==> src/rtl/lu_share_if.sv <==
// Request, response and logic-unit signals of the shared logic-unit controller.
// Handshake: a transfer occurs on a rising edge where valid and ready are both high; once
// raised, a response valid and its data stay stable until that transfer.
interface lu_share_if #(
    parameter int WIDTH = 32,
    parameter int SEL_W = 4,
    parameter int CNT_W = 16
);
    logic             req0_valid;
    logic             req0_ready;
    logic [WIDTH-1:0] req0_a;
    logic [WIDTH-1:0] req0_b;
    logic [SEL_W-1:0] req0_sel;
    logic             req1_valid;
    logic             req1_ready;
    logic [WIDTH-1:0] req1_a;
    logic [WIDTH-1:0] req1_b;
    logic [SEL_W-1:0] req1_sel;
    logic             rsp0_valid;
    logic             rsp0_ready;
    logic [WIDTH-1:0] rsp0_data;
    logic             rsp1_valid;
    logic             rsp1_ready;
    logic [WIDTH-1:0] rsp1_data;
    logic [WIDTH-1:0] lu_a;
    logic [WIDTH-1:0] lu_b;
    logic [SEL_W-1:0] lu_sel;
    logic [WIDTH-1:0] lu_out;
    logic             busy;
    logic [CNT_W-1:0] done_count;
    logic [1:0]       dbg_state;

    modport slave (
        input  req0_valid, req0_a, req0_b, req0_sel,
        input  req1_valid, req1_a, req1_b, req1_sel,
        input  rsp0_ready, rsp1_ready, lu_out,
        output req0_ready, req1_ready,
        output rsp0_valid, rsp0_data, rsp1_valid, rsp1_data,
        output lu_a, lu_b, lu_sel, busy, done_count, dbg_state
    );

    modport master (
        output req0_valid, req0_a, req0_b, req0_sel,
        output req1_valid, req1_a, req1_b, req1_sel,
        output rsp0_ready, rsp1_ready, lu_out,
        input  req0_ready, req1_ready,
        input  rsp0_valid, rsp0_data, rsp1_valid, rsp1_data,
        input  lu_a, lu_b, lu_sel, busy, done_count, dbg_state
    );
endinterface

==> src/rtl/lu_share_ctrl.sv <==
// Round-robin sharing of one combinational logic unit between two requesters:
// accept into registered operands, capture the result a cycle later, hold it until taken.
module lu_share_ctrl #(
    parameter int WIDTH = 32,
    parameter int SEL_W = 4,
    parameter int CNT_W = 16
) (
    input  logic       clk,
    input  logic       rst_n,
    lu_share_if.slave  bus
);
    typedef enum logic [1:0] {
        IDLE = 2'd0,
        EXEC = 2'd1,
        RESP = 2'd2
    } state_t;

    state_t           state_q;
    logic [WIDTH-1:0] lu_a_q;
    logic [WIDTH-1:0] lu_b_q;
    logic [SEL_W-1:0] lu_sel_q;
    logic [WIDTH-1:0] rsp0_data_q;
    logic [WIDTH-1:0] rsp1_data_q;
    logic             rsp0_valid_q;
    logic             rsp1_valid_q;
    logic             cur_id_q;
    logic             last_grant_q;
    logic [CNT_W-1:0] done_count_q;

    logic             grant_d;
    logic             any_valid_d;
    logic             rsp_ready_d;

    // Under contention the requester that did not win last time goes next.
    always_comb begin
        any_valid_d = bus.req0_valid | bus.req1_valid;
        if (bus.req0_valid && bus.req1_valid) begin
            grant_d = ~last_grant_q;
        end else begin
            grant_d = bus.req1_valid;
        end
        rsp_ready_d = cur_id_q ? bus.rsp1_ready : bus.rsp0_ready;
    end

    assign bus.req0_ready = (state_q == IDLE) && !grant_d && bus.req0_valid;
    assign bus.req1_ready = (state_q == IDLE) &&  grant_d && bus.req1_valid;

    always_ff @(posedge clk or negedge rst_n) begin
        if (!rst_n) begin
            state_q      <= IDLE;
            lu_a_q       <= '0;
            lu_b_q       <= '0;
            lu_sel_q     <= '0;
            rsp0_data_q  <= '0;
            rsp1_data_q  <= '0;
            rsp0_valid_q <= 1'b0;
            rsp1_valid_q <= 1'b0;
            cur_id_q     <= 1'b0;
            last_grant_q <= 1'b1;
            done_count_q <= '0;
        end else begin
            case (state_q)
                IDLE: begin
                    if (any_valid_d) begin
                        lu_a_q       <= grant_d ? bus.req1_a   : bus.req0_a;
                        lu_b_q       <= grant_d ? bus.req1_b   : bus.req0_b;
                        lu_sel_q     <= grant_d ? bus.req1_sel : bus.req0_sel;
                        cur_id_q     <= grant_d;
                        last_grant_q <= grant_d;
                        state_q      <= EXEC;
                    end
                end
                EXEC: begin
                    if (cur_id_q) begin
                        rsp1_data_q  <= bus.lu_out;
                        rsp1_valid_q <= 1'b1;
                    end else begin
                        rsp0_data_q  <= bus.lu_out;
                        rsp0_valid_q <= 1'b1;
                    end
                    state_q <= RESP;
                end
                RESP: begin
                    if (rsp_ready_d) begin
                        rsp0_valid_q <= 1'b0;
                        rsp1_valid_q <= 1'b0;
                        if (done_count_q != {CNT_W{1'b1}}) begin
                            done_count_q <= done_count_q + {{(CNT_W-1){1'b0}}, 1'b1};
                        end
                        state_q <= IDLE;
                    end
                end
                default: state_q <= IDLE;
            endcase
        end
    end

    assign bus.lu_a       = lu_a_q;
    assign bus.lu_b       = lu_b_q;
    assign bus.lu_sel     = lu_sel_q;
    assign bus.rsp0_valid = rsp0_valid_q;
    assign bus.rsp1_valid = rsp1_valid_q;
    assign bus.rsp0_data  = rsp0_data_q;
    assign bus.rsp1_data  = rsp1_data_q;
    assign bus.busy       = (state_q != IDLE);
    assign bus.done_count = done_count_q;
    assign bus.dbg_state  = state_q;
endmodule

==> src/flat_wrapper.sv <==
// flat-port wrapper written by rule: the top's interface ports become plain ports
module lu_share_ctrl_flat 
#(
    parameter int WIDTH = 32,
    parameter int SEL_W = 4,
    parameter int CNT_W = 16
)
  (clk, rst_n, bus_req0_valid, bus_req0_a, bus_req0_b, bus_req0_sel, bus_req1_valid, bus_req1_a, bus_req1_b, bus_req1_sel, bus_rsp0_ready, bus_rsp1_ready, bus_lu_out, bus_req0_ready, bus_req1_ready, bus_rsp0_valid, bus_rsp0_data, bus_rsp1_valid, bus_rsp1_data, bus_lu_a, bus_lu_b, bus_lu_sel, bus_busy, bus_done_count, bus_dbg_state);
  lu_share_if #(.WIDTH(WIDTH), .SEL_W(SEL_W), .CNT_W(CNT_W)) bus_i ();
  input  logic clk;
  input  logic rst_n;
  input wire logic [$bits(bus_i.req0_valid)-1:0] bus_req0_valid;
  input wire logic [$bits(bus_i.req0_a)-1:0] bus_req0_a;
  input wire logic [$bits(bus_i.req0_b)-1:0] bus_req0_b;
  input wire logic [$bits(bus_i.req0_sel)-1:0] bus_req0_sel;
  input wire logic [$bits(bus_i.req1_valid)-1:0] bus_req1_valid;
  input wire logic [$bits(bus_i.req1_a)-1:0] bus_req1_a;
  input wire logic [$bits(bus_i.req1_b)-1:0] bus_req1_b;
  input wire logic [$bits(bus_i.req1_sel)-1:0] bus_req1_sel;
  input wire logic [$bits(bus_i.rsp0_ready)-1:0] bus_rsp0_ready;
  input wire logic [$bits(bus_i.rsp1_ready)-1:0] bus_rsp1_ready;
  input wire logic [$bits(bus_i.lu_out)-1:0] bus_lu_out;
  output wire logic [$bits(bus_i.req0_ready)-1:0] bus_req0_ready;
  output wire logic [$bits(bus_i.req1_ready)-1:0] bus_req1_ready;
  output wire logic [$bits(bus_i.rsp0_valid)-1:0] bus_rsp0_valid;
  output wire logic [$bits(bus_i.rsp0_data)-1:0] bus_rsp0_data;
  output wire logic [$bits(bus_i.rsp1_valid)-1:0] bus_rsp1_valid;
  output wire logic [$bits(bus_i.rsp1_data)-1:0] bus_rsp1_data;
  output wire logic [$bits(bus_i.lu_a)-1:0] bus_lu_a;
  output wire logic [$bits(bus_i.lu_b)-1:0] bus_lu_b;
  output wire logic [$bits(bus_i.lu_sel)-1:0] bus_lu_sel;
  output wire logic [$bits(bus_i.busy)-1:0] bus_busy;
  output wire logic [$bits(bus_i.done_count)-1:0] bus_done_count;
  output wire logic [$bits(bus_i.dbg_state)-1:0] bus_dbg_state;
  assign bus_i.req0_valid = bus_req0_valid;
  assign bus_i.req0_a = bus_req0_a;
  assign bus_i.req0_b = bus_req0_b;
  assign bus_i.req0_sel = bus_req0_sel;
  assign bus_i.req1_valid = bus_req1_valid;
  assign bus_i.req1_a = bus_req1_a;
  assign bus_i.req1_b = bus_req1_b;
  assign bus_i.req1_sel = bus_req1_sel;
  assign bus_i.rsp0_ready = bus_rsp0_ready;
  assign bus_i.rsp1_ready = bus_rsp1_ready;
  assign bus_i.lu_out = bus_lu_out;
  assign bus_req0_ready = bus_i.req0_ready;
  assign bus_req1_ready = bus_i.req1_ready;
  assign bus_rsp0_valid = bus_i.rsp0_valid;
  assign bus_rsp0_data = bus_i.rsp0_data;
  assign bus_rsp1_valid = bus_i.rsp1_valid;
  assign bus_rsp1_data = bus_i.rsp1_data;
  assign bus_lu_a = bus_i.lu_a;
  assign bus_lu_b = bus_i.lu_b;
  assign bus_lu_sel = bus_i.lu_sel;
  assign bus_busy = bus_i.busy;
  assign bus_done_count = bus_i.done_count;
  assign bus_dbg_state = bus_i.dbg_state;
  lu_share_ctrl #(.WIDTH(WIDTH), .SEL_W(SEL_W), .CNT_W(CNT_W)) u_core (.clk(clk), .rst_n(rst_n), .bus(bus_i));
endmodule
==> config.mk <==
export PLATFORM = sky130hd
export DESIGN_NAME = lu_share_ctrl_flat
export DESIGN_NICKNAME = d
export VERILOG_FILES = /design/src/rtl/lu_share_if.sv /design/src/rtl/lu_share_ctrl.sv /design/src/flat_wrapper.sv
export SDC_FILE = /design/constraint.sdc
export NUM_CORES = 1
export LEC_CHECK = 0
export CORE_ASPECT_RATIO = 0.5
export CORE_MARGIN = 2
export CORE_UTILIZATION = 44
export DETAILED_ROUTE_END_ITERATION = 7
export HOLD_SLACK_MARGIN = 0.05
export PLACE_DENSITY = 0.84
export SETUP_SLACK_MARGIN = 0.15
export SYNTH_ARGS = -nofsm -noshare
export SYNTH_HDL_FRONTEND = slang
export SYNTH_SLANG_ARGS = --single-unit
export TNS_END_PERCENT = 10
==> constraint.sdc <==
create_clock -name clk -period 3.5 [get_ports clk]
set_clock_uncertainty 0.15 [all_clocks]
set_input_delay 0.35 -clock clk [delete_from_list [all_inputs] [get_ports clk]]
set_output_delay 0.35 -clock clk [all_outputs]
set_load 0.01 [all_outputs]
## Word level (Yosys, flattened, before mapping)

Cells that the tools add are included.

| word-level totals | value |
|---|---|
| bits in read-only memories | 0 |
| bits of input ports | 174 |
| latch bits | 0 |
| memories kept | 0 |
| output and inout bits | 155 |
| register bits | 154 |
| RAM bits | 0 |

| cells by class | value |
|---|---|
| magnitude comparators | 0 |
| bitwise gates (word level) | 3 |
| add/sub/neg operators | 1 |
| div/mod/pow operators | 0 |
| equal/unequal tests | 7 |
| multipliers | 0 |
| shift-type cells | 0 |
| muxes and demuxes | 13 |
| reduce and logical (&&, ||, !) cells | 16 |

Operators with widths:

| operator | number |
|---|---|
| $mux 32 | 2 |
| $add 16x1->16 const B | 1 |
| $ne 16x16->1 const B | 1 |
| $reduce_and 3->1 | 3 |
| $reduce_and 2->1 | 4 |
| $ne 2x1->1 const B | 3 |
| $pmux 2 s3 | 1 |
| $logic_and 1x1->1 | 5 |
| $mux 1 | 5 |
| $mux 2 | 2 |
| $mux 4 | 1 |
| $pmux 1 s2 | 2 |
| $reduce_bool 2->1 | 2 |
| $eq 2x1->1 const B | 1 |
| $eq 2x2->1 const B | 1 |
| $logic_not 2->1 | 1 |
| $ne 2x2->1 const B | 1 |
| $not 1->1 | 2 |
| $logic_not 1->1 | 1 |
| $or 1x1->1 | 1 |

## Depth between registers and ports, before layout

| depth | value |
|---|---|
| word-level depth | 5 |
| depth in mapped cells | 8 |
| mapped depth without buffers | 6 |

## Worst setup path after synthesis

Ideal clock, no wire load.

| timing | value |
|---|---|
| kind | register -> register |
| start point | reg u_core.state_q[0] (netlist: u_core.bus.dbg_state[0]) |
| end point | reg u_core.lu_sel_q[1] (netlist: u_core.bus.lu_sel[1]) |
| path buffers | 3 |
| setup slack | 1544 ps |
| period minus slack after synthesis | 1956 ps |
| cell stages (with the launch flop) | 9 |
| data arrival time | 1723 ps |
| data required time | 3267 ps |
| cells stage by stage | dfrtp_1 inv_1 ha_1 o21ai_1 buf_2 clkbuf_1 clkbuf_1 nand2_1 o21ai_0 |

| on the way | value |
|---|---|
| cells in the longest elaborated chain, start to end | 2 |

Ends and longest elaborated chain:

| what | line | source |
|---|---|---|
| start: declaration | lu_share_ctrl.sv:18 | `state_t state_q;` |
| start signal: assignment | lu_share_ctrl.sv:50 | `state_q <= IDLE;` |
| start signal: assignment | lu_share_ctrl.sv:70 | `state_q <= EXEC;` |
| start signal: assignment | lu_share_ctrl.sv:81 | `state_q <= RESP;` |
| $logic_not 2->1 | lu_share_ctrl.sv:62 | `case (state_q)` |
| $reduce_and 2->1 (no source line) | n/a |  |
| end signal: assignment | lu_share_ctrl.sv:67 | `lu_sel_q <= grant_d ? bus.req1_sel : bus.req0_sel;` |
| end: declaration | lu_share_ctrl.sv:21 | `logic [SEL_W-1:0] lu_sel_q;` |

No other way between the ends.
A chain may end at the register's enable or synchronous reset.

## Worst setup path after layout

| timing | value |
|---|---|
| start point | reg u_core.state_q[1] (netlist: u_core.bus.dbg_state[1]) |
| end point | out bus_req1_ready |

| on the way | value |
|---|---|
| cells in the longest elaborated chain, start to end | 3 |

Ends and longest elaborated chain:

| what | line | source |
|---|---|---|
| $logic_not 2->1 | lu_share_ctrl.sv:46 | `assign bus.req1_ready = (state_q == IDLE) && grant_d && bus.req1_valid;` |
| $logic_and 1x1->1 (2 in a row) | lu_share_ctrl.sv:46 |  |
| end: declaration | flat_wrapper.sv:24 | `output wire logic [$bits(bus_i.req1_ready)-1:0] bus_req1_ready;` |

No other way between the ends.

==> summary.txt <==
Outcome
  – Run status: complete, no violations

Timing
  – Slew Limit Headroom: 41.0%
  – Hold Violations, Final: 0
  – Final setup viols: 0
  – RSZ-0062 raised after global routing: no
  – Slew Limit Fails: 0
  – Fin Setup TNS: 0 ns
  – Fin crit period: around 2.7 ns
  – Least-Margin Pin Slew: 0.882 ns
  – Maximum frequency from static timing analysis: 373 MHz
  – Fraction of the cycle the final worst path needs: roughly three quarters

CTS
  – Number of clock buffers inserted by TritonCTS: 17
  – Clock Latency Late Sink: just over 0.4 ns
  – Number of sinks handled by clock tree synthesis: between 150 and 200
  – H-tree levels: 4
  – Clock Root Buffer: sky130_fd_sc_hd__clkbuf_16
  – Clock edge transition at the registers on the reported setup and hold paths: 0.07 ns
  – Largest buffer count on any clock path: 2
  – Clock tree from TritonCTS: built

Route
  – Starting DRT DRC Count: about 180
  – Vias per std cell: 4.98
  – Average wire length per cell after detail routing: 18.1 um
  – Total vias in the final route: 5,361
  – Total iterations of the first detailed-routing run: 4
  – Number of antenna-violating nets in the routed design: 0
  – Detailed-route wire length: between 15 and 20 mm
  – DRC violation count after routing: 0

Die
  – Vertical die dimension: approximately 90 um
  – Total die area: about 16,000 um^2
  – Placeable core region: between 10,000 and 15,000 um^2
  – Row count: 31
  – Chip Width: around 180 um
  – Top-Level Pins: approximately 330
  – Initial core utilization: between 40% and 50%

Logic synthesis
  – Top cell type's share of synthesized area: roughly three fifths
  – Area contributors post-synth: sky130_fd_sc_hd__dfrtp_1 (58%), sky130_fd_sc_hd__mux2_2 (11%), sky130_fd_sc_hd__mux2i_1 (11%)
  – Synthesized area divided by synthesized cell count: ~12 um^2
  – Synth Flop Type: sky130_fd_sc_hd__dfrtp_1
  – Number of distinct library cell variants in the gate-level netlist after synthesis: 35
  – Fraction of the yosys area taken by sequential cells: between 50% and 60%
  – Async SR Flop Fraction: 100%
  – Count of mapped cells out of synthesis: about 540
  – Post-synth net total: between 700 and 800
  – Flip-flop and latch count after synthesis: ~150
  – Number of enable-type register cells in the synthesized netlist: 0
  – Number of warnings issued by yosys: 0
  – Area of the mapped netlist: between 6000 and 7000 um^2
  – Top cell type by total area after synthesis: sky130_fd_sc_hd__dfrtp_1

Flow run
  – Number of maximum-capacitance violations: 0

Critical path
  – Endpoint class of the critical path: output port
  – Worst endpoint data arrival time: 2.18 ns
  – Delay of the slowest critical-path stage: 0.56 ns
  – Chain of cells forming the critical path: inv_1 > ha_1 > and2_1 > clkdlybuf4s50_1
  – Largest fanout on the critical path: 5
  – CP max-delay cell: sky130_fd_sc_hd__clkdlybuf4s50_1
  – Critical Path Start Type: register
  – Buffers & Inverters on Critical Path: 2
  – Type of the setup path with the least slack: register to output port
  – Required arrival time at the worst endpoint: approximately 3.0 ns
  – Dominant delay contributor by cell family on the critical path: buffers and inverters

Placement
  – Area after detailed placement: between 10,000 and 15,000 um^2
  – Inst Count DP: 1,043
  – Final weighted congestion in routability-driven placement: 0.838
  – Quantity of I/O buffers inserted on ports: ~330
  – Post-DP HPWL: 14.7 mm

Global routing
  – Via count of the first global-routing pass: between 5k and 6k
  – Global-route congestion overflow total: 0
  – Antenna violations before repair: 0
  – Largest net degree at the start of global routing: 77
  – Overall Global Routing Usage: approximately a quarter
  – Global-route wire length before repair: 30.4 mm

Layout
  – Ant diodes: 0
  – Post-Route Utilization: around three quarters
  – Fraction of final layout cells sized beyond drive strength 1: between 10% and 20%
  – Number of nets at the end of the flow: ~1.0k
  – Layout Area Growth over Synthesis: 63.4%
  – Non-filler cells in the finished layout: about 1.1k
  – Post-layout instance area: about 11,000 um^2

Power and ir drop
  – Largest voltage drop on the vdd net: between 0.5 and 0.6 mV
  – Leakage: 4.63 nW
  – Pwr dens: about 850 nW/um^2

Worst hold path
  – Min-Delay Path Class: register to register
synthesized netlist by cell type (2+ instances only):
library cell,count
sky130_fd_sc_hd__nand4_1,7
sky130_fd_sc_hd__xor2_1,9
sky130_fd_sc_hd__ha_1,6
sky130_fd_sc_hd__nand2_1,78
sky130_fd_sc_hd__a21o_1,2
sky130_fd_sc_hd__dfrtp_1,153
sky130_fd_sc_hd__buf_2,11
sky130_fd_sc_hd__mux2i_1,70
sky130_fd_sc_hd__nand3_1,5
sky130_fd_sc_hd__nor2_1,3
sky130_fd_sc_hd__xnor2_1,4
sky130_fd_sc_hd__mux2_2,66
sky130_fd_sc_hd__inv_1,4
sky130_fd_sc_hd__nor2_2,2
sky130_fd_sc_hd__nor4_1,3
sky130_fd_sc_hd__nor3_1,3
sky130_fd_sc_hd__o21ai_0,74
sky130_fd_sc_hd__a21oi_1,2
sky130_fd_sc_hd__clkbuf_1,19
sky130_fd_sc_hd__and2_1,3
kinds of logic (layout without fill, tap and decap cells):
group                      count (synthesis)  in the layout  synth area share (%)
xor gates and xnor gates                  13             13                  1.73
DFF                                      154            154                  58.5
adders and majority gates                  6              6                  1.14
AOI/OAI and AO/OA                         82             82                  6.45
muxes                                    136            136                  21.9
buffers and inverters                     34            373                  2.14
and+or+nand+nor                          114            114                  8.14
sequential cells by signal, summed over array words and instances (netlist names):
register / count
u_core.bus.dbg_state: 2
u_core.bus.done_count: 16
u_core.bus.lu_a: 32
u_core.bus.lu_b: 32
u_core.bus.lu_sel: 4
u_core.bus.rsp0_data: 32
u_core.bus.rsp0_valid: 1
u_core.bus.rsp1_data: 32
u_core.bus.rsp1_valid: 1
u_core.cur_id_q: 1
u_core.last_grant_q: 1
cell usage in the layout, fill, tap and decap left out, types with 2 or more instances in the layout:
| cell | Yosys | routed |
|---|---|---|
| sky130_fd_sc_hd__a21oi_1 | 2 | 2 |
| sky130_fd_sc_hd__nor4_1 | 3 | 3 |
| sky130_fd_sc_hd__buf_12 | 0 | 4 |
| sky130_fd_sc_hd__xnor2_1 | 4 | 4 |
| sky130_fd_sc_hd__inv_8 | 0 | 3 |
| sky130_fd_sc_hd__mux2i_1 | 70 | 70 |
| sky130_fd_sc_hd__a21o_1 | 2 | 2 |
| sky130_fd_sc_hd__inv_1 | 4 | 4 |
| sky130_fd_sc_hd__and2_1 | 3 | 3 |
| sky130_fd_sc_hd__xor2_1 | 9 | 9 |
| sky130_fd_sc_hd__nor2_1 | 3 | 3 |
| sky130_fd_sc_hd__nand2_1 | 78 | 78 |
| sky130_fd_sc_hd__clkbuf_16 | 0 | 17 |
| sky130_fd_sc_hd__nor2_2 | 2 | 2 |
| sky130_fd_sc_hd__mux2_2 | 66 | 66 |
| sky130_fd_sc_hd__clkinv_8 | 0 | 5 |
| sky130_fd_sc_hd__o21ai_0 | 74 | 74 |
| sky130_fd_sc_hd__buf_4 | 0 | 4 |
| sky130_fd_sc_hd__inv_6 | 0 | 3 |
| sky130_fd_sc_hd__nor3_1 | 3 | 3 |
| sky130_fd_sc_hd__clkdlybuf4s50_1 | 0 | 327 |
| sky130_fd_sc_hd__clkinv_4 | 0 | 2 |
| sky130_fd_sc_hd__nand3_1 | 5 | 5 |
| sky130_fd_sc_hd__nand4_1 | 7 | 7 |
| sky130_fd_sc_hd__ha_1 | 6 | 6 |
| sky130_fd_sc_hd__dfrtp_1 | 153 | 153 |
worst register-to-register path, stage by stage, from the launching register on:
cell and delay, ns:
sky130_fd_sc_hd__dfrtp_1 0.40, sky130_fd_sc_hd__inv_1 0.18, sky130_fd_sc_hd__ha_1 0.24, sky130_fd_sc_hd__nor2b_4 0.58
sky130_fd_sc_hd__buf_4 0.30, sky130_fd_sc_hd__mux2_2 0.36
power breakdown:
| group | internal, mW | switching (mW) | total (mW) | leakage [nW] |
|---|---|---|---|---|
| registers | 2.62 | 0.496 | 3.12 | 1.86 |
| logic | 2.37 | 1.78 | 4.15 | 2.46 |
| clock network | 1.03 | 0.851 | 1.88 | 0.298 |
final timing paths:
kind | slack (ns) | end | cells after the start | start
setup / recovery | 0.82 | bus_req1_ready | 4 | u_core.bus.dbg_state[1]
hold / removal | 0.33 | u_core.bus.lu_a[14] | 2 | u_core.bus.lu_a[14]
setup reg to reg | 1.19 | u_core.bus.rsp0_data[9] | 5 | u_core.bus.dbg_state[1]
hold reg to reg | 0.33 | u_core.bus.lu_a[14] | 2 | u_core.bus.lu_a[14]
max in group asynchronous | 2.00 | u_core.bus.rsp0_data[8] | 3 | rst_n
min in group asynchronous | 0.39 | u_core.bus.rsp1_data[1] | 2 | rst_n
what timing repair did:
action                                 4_1_cts  5_1_grt
buffers inserted                             0        0
gates resized for setup                      0        0
endpoints found under the hold margin       74        0
hold buffers                                 1        0
setup endpoints to repair                    0        0
metal layers:
metal | vias up | wire (um) | track usage, %
li1 | 2549 | - | -
met1 | 2618 | 7660 | 28.5
met2 | 155 | 10300 | 44.4
met3 | 39 | 960 | 5.35
met4 | 0 | 605 | 10.2
met5 | - | 0 | 0
area by class of cell:
cell class / instances / area, um^2
Clock buffer: 17 / 425
Clock inverter: 15 / 196
Fill cell: 1034 / 3780
Inverter: 4 / 15.0
Multi-Input combinational cell: 351 / 2630
Sequential cell: 154 / 3850
Tap cell: 198 / 248
Timing Repair Buffer: 337 / 3400
per-stage QoR:
stage	power, mW	setup WS, ns	hold slack [ns]
2_1_floorplan	4.87	1.54	-0.0956
3_3_place_gp	7.15	0.905	0.273
3_5_place_dp	7.31	0.861	0.278
4_1_cts	9.25	0.825	0.336
5_1_grt	9.67	0.695	0.356
6_report	9.15	0.820	0.331
(Power assumes the default switching activity.)
